[src/rtl/pipe_irq_ctrl.sv]
// -----------------------------------------------------------------------------
// pipe_irq_ctrl
// Interrupt/exception sequencer for the 5-stage pipeline. Turns the external
// interrupt pin and ID-stage undefined/eret decodes into a one-cycle pipeline
// flush plus PC redirect, captures EPC/cause, and tracks kernel mode.
//
// Build option:
//   IRQ_SYNC_EN  defined   -> two-flop synchronizer on the interrupt pin
//                              (SYNC_DEPTH = 2)
//                undefined -> single registering flop; the pin must already
//                              be synchronous to clk (SYNC_DEPTH = 1)
//
// Timing: a rising edge first sampled on clk edge 0 sets the pending flag on
// edge SYNC_DEPTH; the INT state (flush/redirect high) occupies the cycle that
// ends on edge SYNC_DEPTH+2, given the take condition holds and irq_mask = 0.
// -----------------------------------------------------------------------------
module pipe_irq_ctrl #(
   parameter logic [31:0] HANDLER_ADDR = 32'h80000004,
   parameter logic [31:0] EXC_ADDR     = 32'h80000008
) (
   input  logic        clk,
   input  logic        reset,
   input  logic        intterupt,
   input  logic        irq_mask,
   input  logic        valid_id,
   input  logic        stall_id,
   input  logic        branch_id,
   input  logic        undef_id,
   input  logic        eret_id,
   input  logic [31:0] pcplus4_id,
   output logic        irq_flush,
   output logic        pc_redirect,
   output logic [31:0] pc_target,
   output logic [31:0] epc,
   output logic [1:0]  cause,
   output logic        kernel_mode,
   output logic        irq_pending
);

   typedef enum logic [2:0] {
      ST_USER   = 3'd0,
      ST_INT    = 3'd1,
      ST_EXC    = 3'd2,
      ST_KERNEL = 3'd3,
      ST_RET    = 3'd4
   } state_t;

   localparam logic [1:0] CAUSE_NONE  = 2'b00;
   localparam logic [1:0] CAUSE_INT   = 2'b01;
   localparam logic [1:0] CAUSE_UNDEF = 2'b10;

   state_t      state_q, state_d;
   logic [31:0] epc_q, epc_d;
   logic [1:0]  cause_q, cause_d;
   logic        kernel_mode_q, kernel_mode_d;
   logic        pending_q, pending_d;
   logic        synced_prev_q, synced_prev_d;
   logic        sync1_q, sync1_d;
   logic        irq_synced;

`ifdef IRQ_SYNC_EN
   logic        sync2_q, sync2_d;

   // Two-flop synchronizer chain for the asynchronous interrupt pin.
   always_comb begin
      sync1_d = intterupt;
      sync2_d = sync1_q;
   end

   // Synchronizer register stage.
   always_ff @(posedge clk or posedge reset) begin
      if (reset) begin
         sync1_q <= 1'b0;
         sync2_q <= 1'b0;
      end else begin
         sync1_q <= sync1_d;
         sync2_q <= sync2_d;
      end
   end

   assign irq_synced = sync2_q;
`else
   // Single registering stage; source is assumed clk-synchronous already.
   always_comb begin
      sync1_d = intterupt;
   end

   // Input register stage.
   always_ff @(posedge clk or posedge reset) begin
      if (reset) begin
         sync1_q <= 1'b0;
      end else begin
         sync1_q <= sync1_d;
      end
   end

   assign irq_synced = sync1_q;
`endif

   logic irq_rise;
   logic take_ok;

   // Next-state, capture registers and Moore outputs decoded from state_q.
   always_comb begin
      state_d       = state_q;
      epc_d         = epc_q;
      cause_d       = cause_q;
      kernel_mode_d = kernel_mode_q;
      pending_d     = pending_q;
      synced_prev_d = irq_synced;
      irq_flush     = 1'b0;
      pc_redirect   = 1'b0;
      pc_target     = 32'h0;

      // Only a 0->1 transition of the synced pin is a new request.
      irq_rise = irq_synced & ~synced_prev_q;
      // A branch in ID is let through first so its own redirect lands.
      take_ok  = valid_id & ~stall_id & ~branch_id;

      case (state_q)
         ST_USER: begin
            // Exceptions win over interrupts and ignore the mask.
            if (undef_id && take_ok) begin
               state_d = ST_EXC;
            end else if (pending_q && !irq_mask && take_ok) begin
               state_d = ST_INT;
            end
         end
         ST_INT: begin
            irq_flush     = 1'b1;
            pc_redirect   = 1'b1;
            pc_target     = HANDLER_ADDR;
            epc_d         = pcplus4_id - 32'd4;
            cause_d       = CAUSE_INT;
            kernel_mode_d = 1'b1;
            pending_d     = 1'b0;
            state_d       = ST_KERNEL;
         end
         ST_EXC: begin
            irq_flush     = 1'b1;
            pc_redirect   = 1'b1;
            pc_target     = EXC_ADDR;
            epc_d         = pcplus4_id - 32'd4;
            cause_d       = CAUSE_UNDEF;
            kernel_mode_d = 1'b1;
            state_d       = ST_KERNEL;
         end
         ST_KERNEL: begin
            // No nesting: interrupts and undefined opcodes are not taken here.
            if (eret_id && valid_id && !stall_id) begin
               state_d = ST_RET;
            end
         end
         ST_RET: begin
            irq_flush     = 1'b1;
            pc_redirect   = 1'b1;
            pc_target     = epc_q;
            kernel_mode_d = 1'b0;
            cause_d       = CAUSE_NONE;
            state_d       = ST_USER;
         end
         default: begin
            state_d = ST_USER;
         end
      endcase

      // A fresh edge always wins over the clear done in the INT state.
      if (irq_rise) begin
         pending_d = 1'b1;
      end
   end

   // Sequencer state and captured status registers.
   always_ff @(posedge clk or posedge reset) begin
      if (reset) begin
         state_q       <= ST_USER;
         epc_q         <= 32'h0;
         cause_q       <= CAUSE_NONE;
         kernel_mode_q <= 1'b0;
         pending_q     <= 1'b0;
         synced_prev_q <= 1'b0;
      end else begin
         state_q       <= state_d;
         epc_q         <= epc_d;
         cause_q       <= cause_d;
         kernel_mode_q <= kernel_mode_d;
         pending_q     <= pending_d;
         synced_prev_q <= synced_prev_d;
      end
   end

   assign epc         = epc_q;
   assign cause       = cause_q;
   assign kernel_mode = kernel_mode_q;
   assign irq_pending = pending_q;

endmodule

[config.mk]
export PLATFORM = sky130hd
export DESIGN_NAME = pipe_irq_ctrl
export DESIGN_NICKNAME = d
export VERILOG_FILES = /design/src/rtl/pipe_irq_ctrl.sv
export SDC_FILE = /design/constraint.sdc
export NUM_CORES = 1
export LEC_CHECK = 0
export BUFFER_PORTS_ARGS = -buffer_cell sky130_fd_sc_hd__buf_4
export CORE_ASPECT_RATIO = 0.75
export CORE_UTILIZATION = 47
export CTS_BUF_LIST = sky130_fd_sc_hd__clkbuf_16
export CTS_CLUSTER_DIAMETER = 50
export DETAILED_ROUTE_END_ITERATION = 8
export GPL_ROUTABILITY_DRIVEN = 0
export PLACE_DENSITY = 0.8
export SYNTH_ARGS = -nofsm -noshare
export SYNTH_HDL_FRONTEND = slang
export SYNTH_SLANG_ARGS = --single-unit
export TNS_END_PERCENT = 30
[constraint.sdc]
create_clock -name clk -period 2.5 [get_ports clk]
set_input_delay 0.625 -clock clk [delete_from_list [all_inputs] [get_ports clk]]
set_output_delay 0.625 -clock clk [all_outputs]
set_load 0.02 [all_outputs]
; Word level (Yosys, flattened, before mapping)
; Index checks and enable logic that the tools add are counted.
[totals]
register_bits = 41
latchBits = 0
ram_bits = 0
mem_bits_ro = 0
in_bits = 41
out_inout_bits = 70
word_cells = 44
n_memories = 0
[op_classes]
addsub = 1
n_mul = 0
div = 0
n_lt_le_gt_ge = 0
n_eq_ne = 6
shift = 0
muxes = 10
n_bitwise = 6
n_reduce_logical = 14
[ops]
columns = op, n
row1 = $pmux 32 s3, 1
row2 = $sub 32x3->32 const B, 1
row3 = $mux 3, 3
row4 = $pmux 3 s3, 1
row5 = $eq 3x2->1 const B, 2
row6 = $pmux 2 s3, 1
row7 = $logic_and 1x1->1, 5
row8 = $reduce_bool 2->1, 2
row9 = $and 1x1->1, 3
row10 = $eq 3x1->1 const B, 1
row11 = $eq 3x3->1 const B, 1
row12 = $logic_not 3->1, 1
row13 = $mux 1, 3
row14 = $ne 3x3->1 const B, 1
row15 = $not 1->1, 3
row16 = $reduce_bool 3->1, 1
row17 = $reduce_or 3->1, 1
row18 = $logic_not 1->1, 2
row19 = $ne 2x2->1 const B, 1
row20 = $pmux 1 s2, 1
row21 = $reduce_and 2->1, 1
row22 = $reduce_or 2->1, 1

; Longest topological paths before layout
[logic_depth]
word_depth = 7
ltp_mapped = 8
mapped_depth_nobuf = 6

; Worst setup path before layout
; No wires, ideal clock.
[synth_path]
path_type = in2reg
from = input pcplus4_id[2]
to = register epc_q[20], in the netlist epc[20]
setup_time_ns = 0.126
t_arrival_ns = 2.599
required_time_ns = 2.374
setup_slack_ns = -0.225
path_stages = 8
n_path_buf = 2
cell_sequence = inv_1 > ha_1 > or4b_1 > buf_2 > or4_4 > buf_6 > o311a_1 > a221o_1
[synth_between]
elab_chain_len = 1
[synth_lines]
columns = item, line_no
row1 = from (decl), 30  ; input logic [31:0] pcplus4_id,
row2 = $sub 32x3->32, "133, 143"
row3 = to (signal assigned), 184  ; epc_q <= epc_d;
row4 = to (decl), 53  ; logic [31:0] epc_q, epc_d;
; No other way between the ends.
; A chain may end at the register's enable or synchronous reset.

; Final worst setup path
[layout_path]
from = input pcplus4_id[13]
to = register epc_q[20], in the netlist epc[20]
; Same word-level chain as after synthesis.

==> run metrics <==
Rows 22; first-pass GRT wire length approximately 11 mm; final hold vios 0; max-cap viol count 0; Ant. Diodes 0; Mapped Nets 329; routed vias 2621; gr usage total a little over a quarter; I/O pin total ~110; post-route ant nets 0; number of global-route vias before repair 2345; Placed Instance Area about 3500 sq um; flops & latches, synth a little over 40; DR pass1 iterations 4; initial antenna violation count 0; Static Leak about 0.0018 uW; Die Wd approximately 85 um; WL final 6.88 mm; setup_tns 0 ns; post-route cell area 3660 sq um; crit path launch type input pin; CTS Sinks 41; Distinct cells, synth 40; share of layout cells above drive strength 1 40.4%; area leader, netlist dfrtp_1; Post-synth EDFFs 0; Setup Skew 0.00436 ns; DRT iter0 DRCs between 150 and 200; Die ar. around 5500 sq um; Vert. Die Dim 64.4 um; Hold Crit Class in2async; Critical Path Max Stage Delay ~0.64 ns; Max Freq roughly 410 MHz; Synth top area share ~42%; Critical path buffers and inverters 1; data required time at the worst endpoint approximately 2.7 ns; overall power 3290 uW; Layout area overhead 50.2%; Slew HR approximately 71%; dominant synthesized flop cell dfrtp_1; yosys warns 0; H-tree Lvls 2; CTS max path bufs 2; PwrDens 900 nW/um^2; worst setup margin between 0.08 and 0.09 ns; status complete, no violations; worst path cell trace buf_4, or4_4, or4_4, o311a_1, a221o_1; Worst Reg-to-Reg Cells 5; largest fanout on the critical path 12; final setup violation count 0; port bufs 110; CP arrival roughly 2.6 ns; period utilization between 90% and 100%; most frequent CP cell or4_4; worst-skew pair later-pin latency around 0.28 ns; Stages on worst setup path 5; CTS buffer count 5; TritonCTS clock tree built; top-count cell post-synth dfrtp_1; final slew viol count 0; measured slew at the worst slew-check pin roughly 0.43 ns; total gr overflow 0; asr flop ratio synth between 90% and 100%; Syn Inst Count about 290; Layout Nets roughly 450; core box area 4930 sq um; area of the mapped netlist approximately 2400 sq um; dpl ws -0.252 ns; worst vdd ir between 0.4 and 0.5 mV; CTS Hold Bufs 0; DR vias/cell 5.60; RSZ-0062 raised after global routing no; clock slew at reported path FFs 0.06 ns; DRC 0; Mean Syn Cell Area about 8.5 sq um; Hold Slack ~0.38 ns; Clock Root Buffer clkbuf_16; CP max-delay cell or4_4; Initial Utilization between 40% and 50%; CP Class in2reg; Commonest cells post-synth dfrtp_1, nand2_1, and3_1; drt wl/cell ~15 um; CP delay by family, top simple AND/OR/NAND/NOR gates; Final min period 2.42 ns; Post-DP HPWL ~5.1 mm; Seq/Total Area, Yosys approximately 42%; synth top area cells dfrtp_1, and3_1, or4_1; Worst Setup End Kind register; pin count of the biggest net entering global routing between 40 and 50
sequential cells by signal (all words and copies together) (netlist names):
| signal | count |
|---|---|
| kernel_mode | 1 |
| cause | 2 |
| irq_synced | 1 |
| state_q | 3 |
| irq_pending | 1 |
| synced_prev_q | 1 |
| epc | 32 |
worst register-to-register path: stages, from the launching register on:
cell	delay, ns
dfrtp_1	0.56
xnor2_1	0.20
or2_2	0.40
buf_4	0.23
or4_1	0.50
nand3_1	0.09
stage by stage:
step | std cells | utilization, %
after CTS | 468 | 74.1
after floorplan | 287 | -
after global routing | 468 | 74.3
after global placement | 460 | 70.6
final | 468 | 74.3
after detailed placement | 460 | 70.6
power breakdown:
group	total [uW]	switching, uW	leakage (uW)	internal (uW)
sequential	1180	240	0.000478	943
combinational	1380	777	0.00122	599
clock	735	263	0.0000800	472
total	3290	1280	0.00178	2010
layout make-up:
class / instances / area, sq um
Inverter: 9 / 36.3
Sequential cell: 41 / 1030
Fill cell: 376 / 1270
Tap cell: 60 / 75.1
Clock inverter: 3 / 46.3
Multi-Input combinational cell: 212 / 1300
Timing Repair Buffer: 138 / 1050
Clock buffer: 5 / 125
placed cells by master (no fill, tap or decap), types with 3 or more instances in the layout:
master and n:
o21ai_0 17, o211ai_1 4, buf_4 137, nor4_1 4, a21oi_1 4, xor2_1 3
or2_2 7, and3_1 29, nor3_1 6, xnor2_1 10, or3_1 8, or4_1 15
nor2_1 23, dfrtp_1 40, nand2_1 30, a31oi_1 10, o31ai_1 5, inv_1 6
nand3_1 7, clkbuf_16 5
path summary, 6_finish.rpt:
path / slack (ns) / to / startpoint
max: 0.08 / epc[20] / pcplus4_id[13]
max in group asynchronous: 1.91 / state_q[2] / reset
min in group clk: 0.38 / synced_prev_q / irq_synced
min reg2reg: 0.38 / synced_prev_q / irq_synced
min: 0.38 / epc[19] / reset
max reg2reg: 0.46 / epc[24] / state_q[0]
kinds of logic after synthesis:
| family | count (synthesis) | share of synthesized area, % |
|---|---|---|
| fa+ha+maj | 1 | 0.514 |
| buf+inv | 34 | 5.85 |
| simple gates | 147 | 33.2 |
| compound gates | 51 | 13.6 |
| flops | 41 | 42.1 |
| xor+xnor | 13 | 4.67 |
metal layers:
metal	part of all wire [%]	GRT usage [%]	vias up
li1	-	-	1280
met1	45	36.3	1213
met2	45	42.0	115
met5	0	0	-
met4	1.4	8.69	0
met3	8.6	6.59	13
timing repair:
action	4_1_cts	5_1_grt
buffers inserted	0	0
setup endpoints to repair	0	25
gates resized for setup	0	3
(Power assumes the default switching activity.)
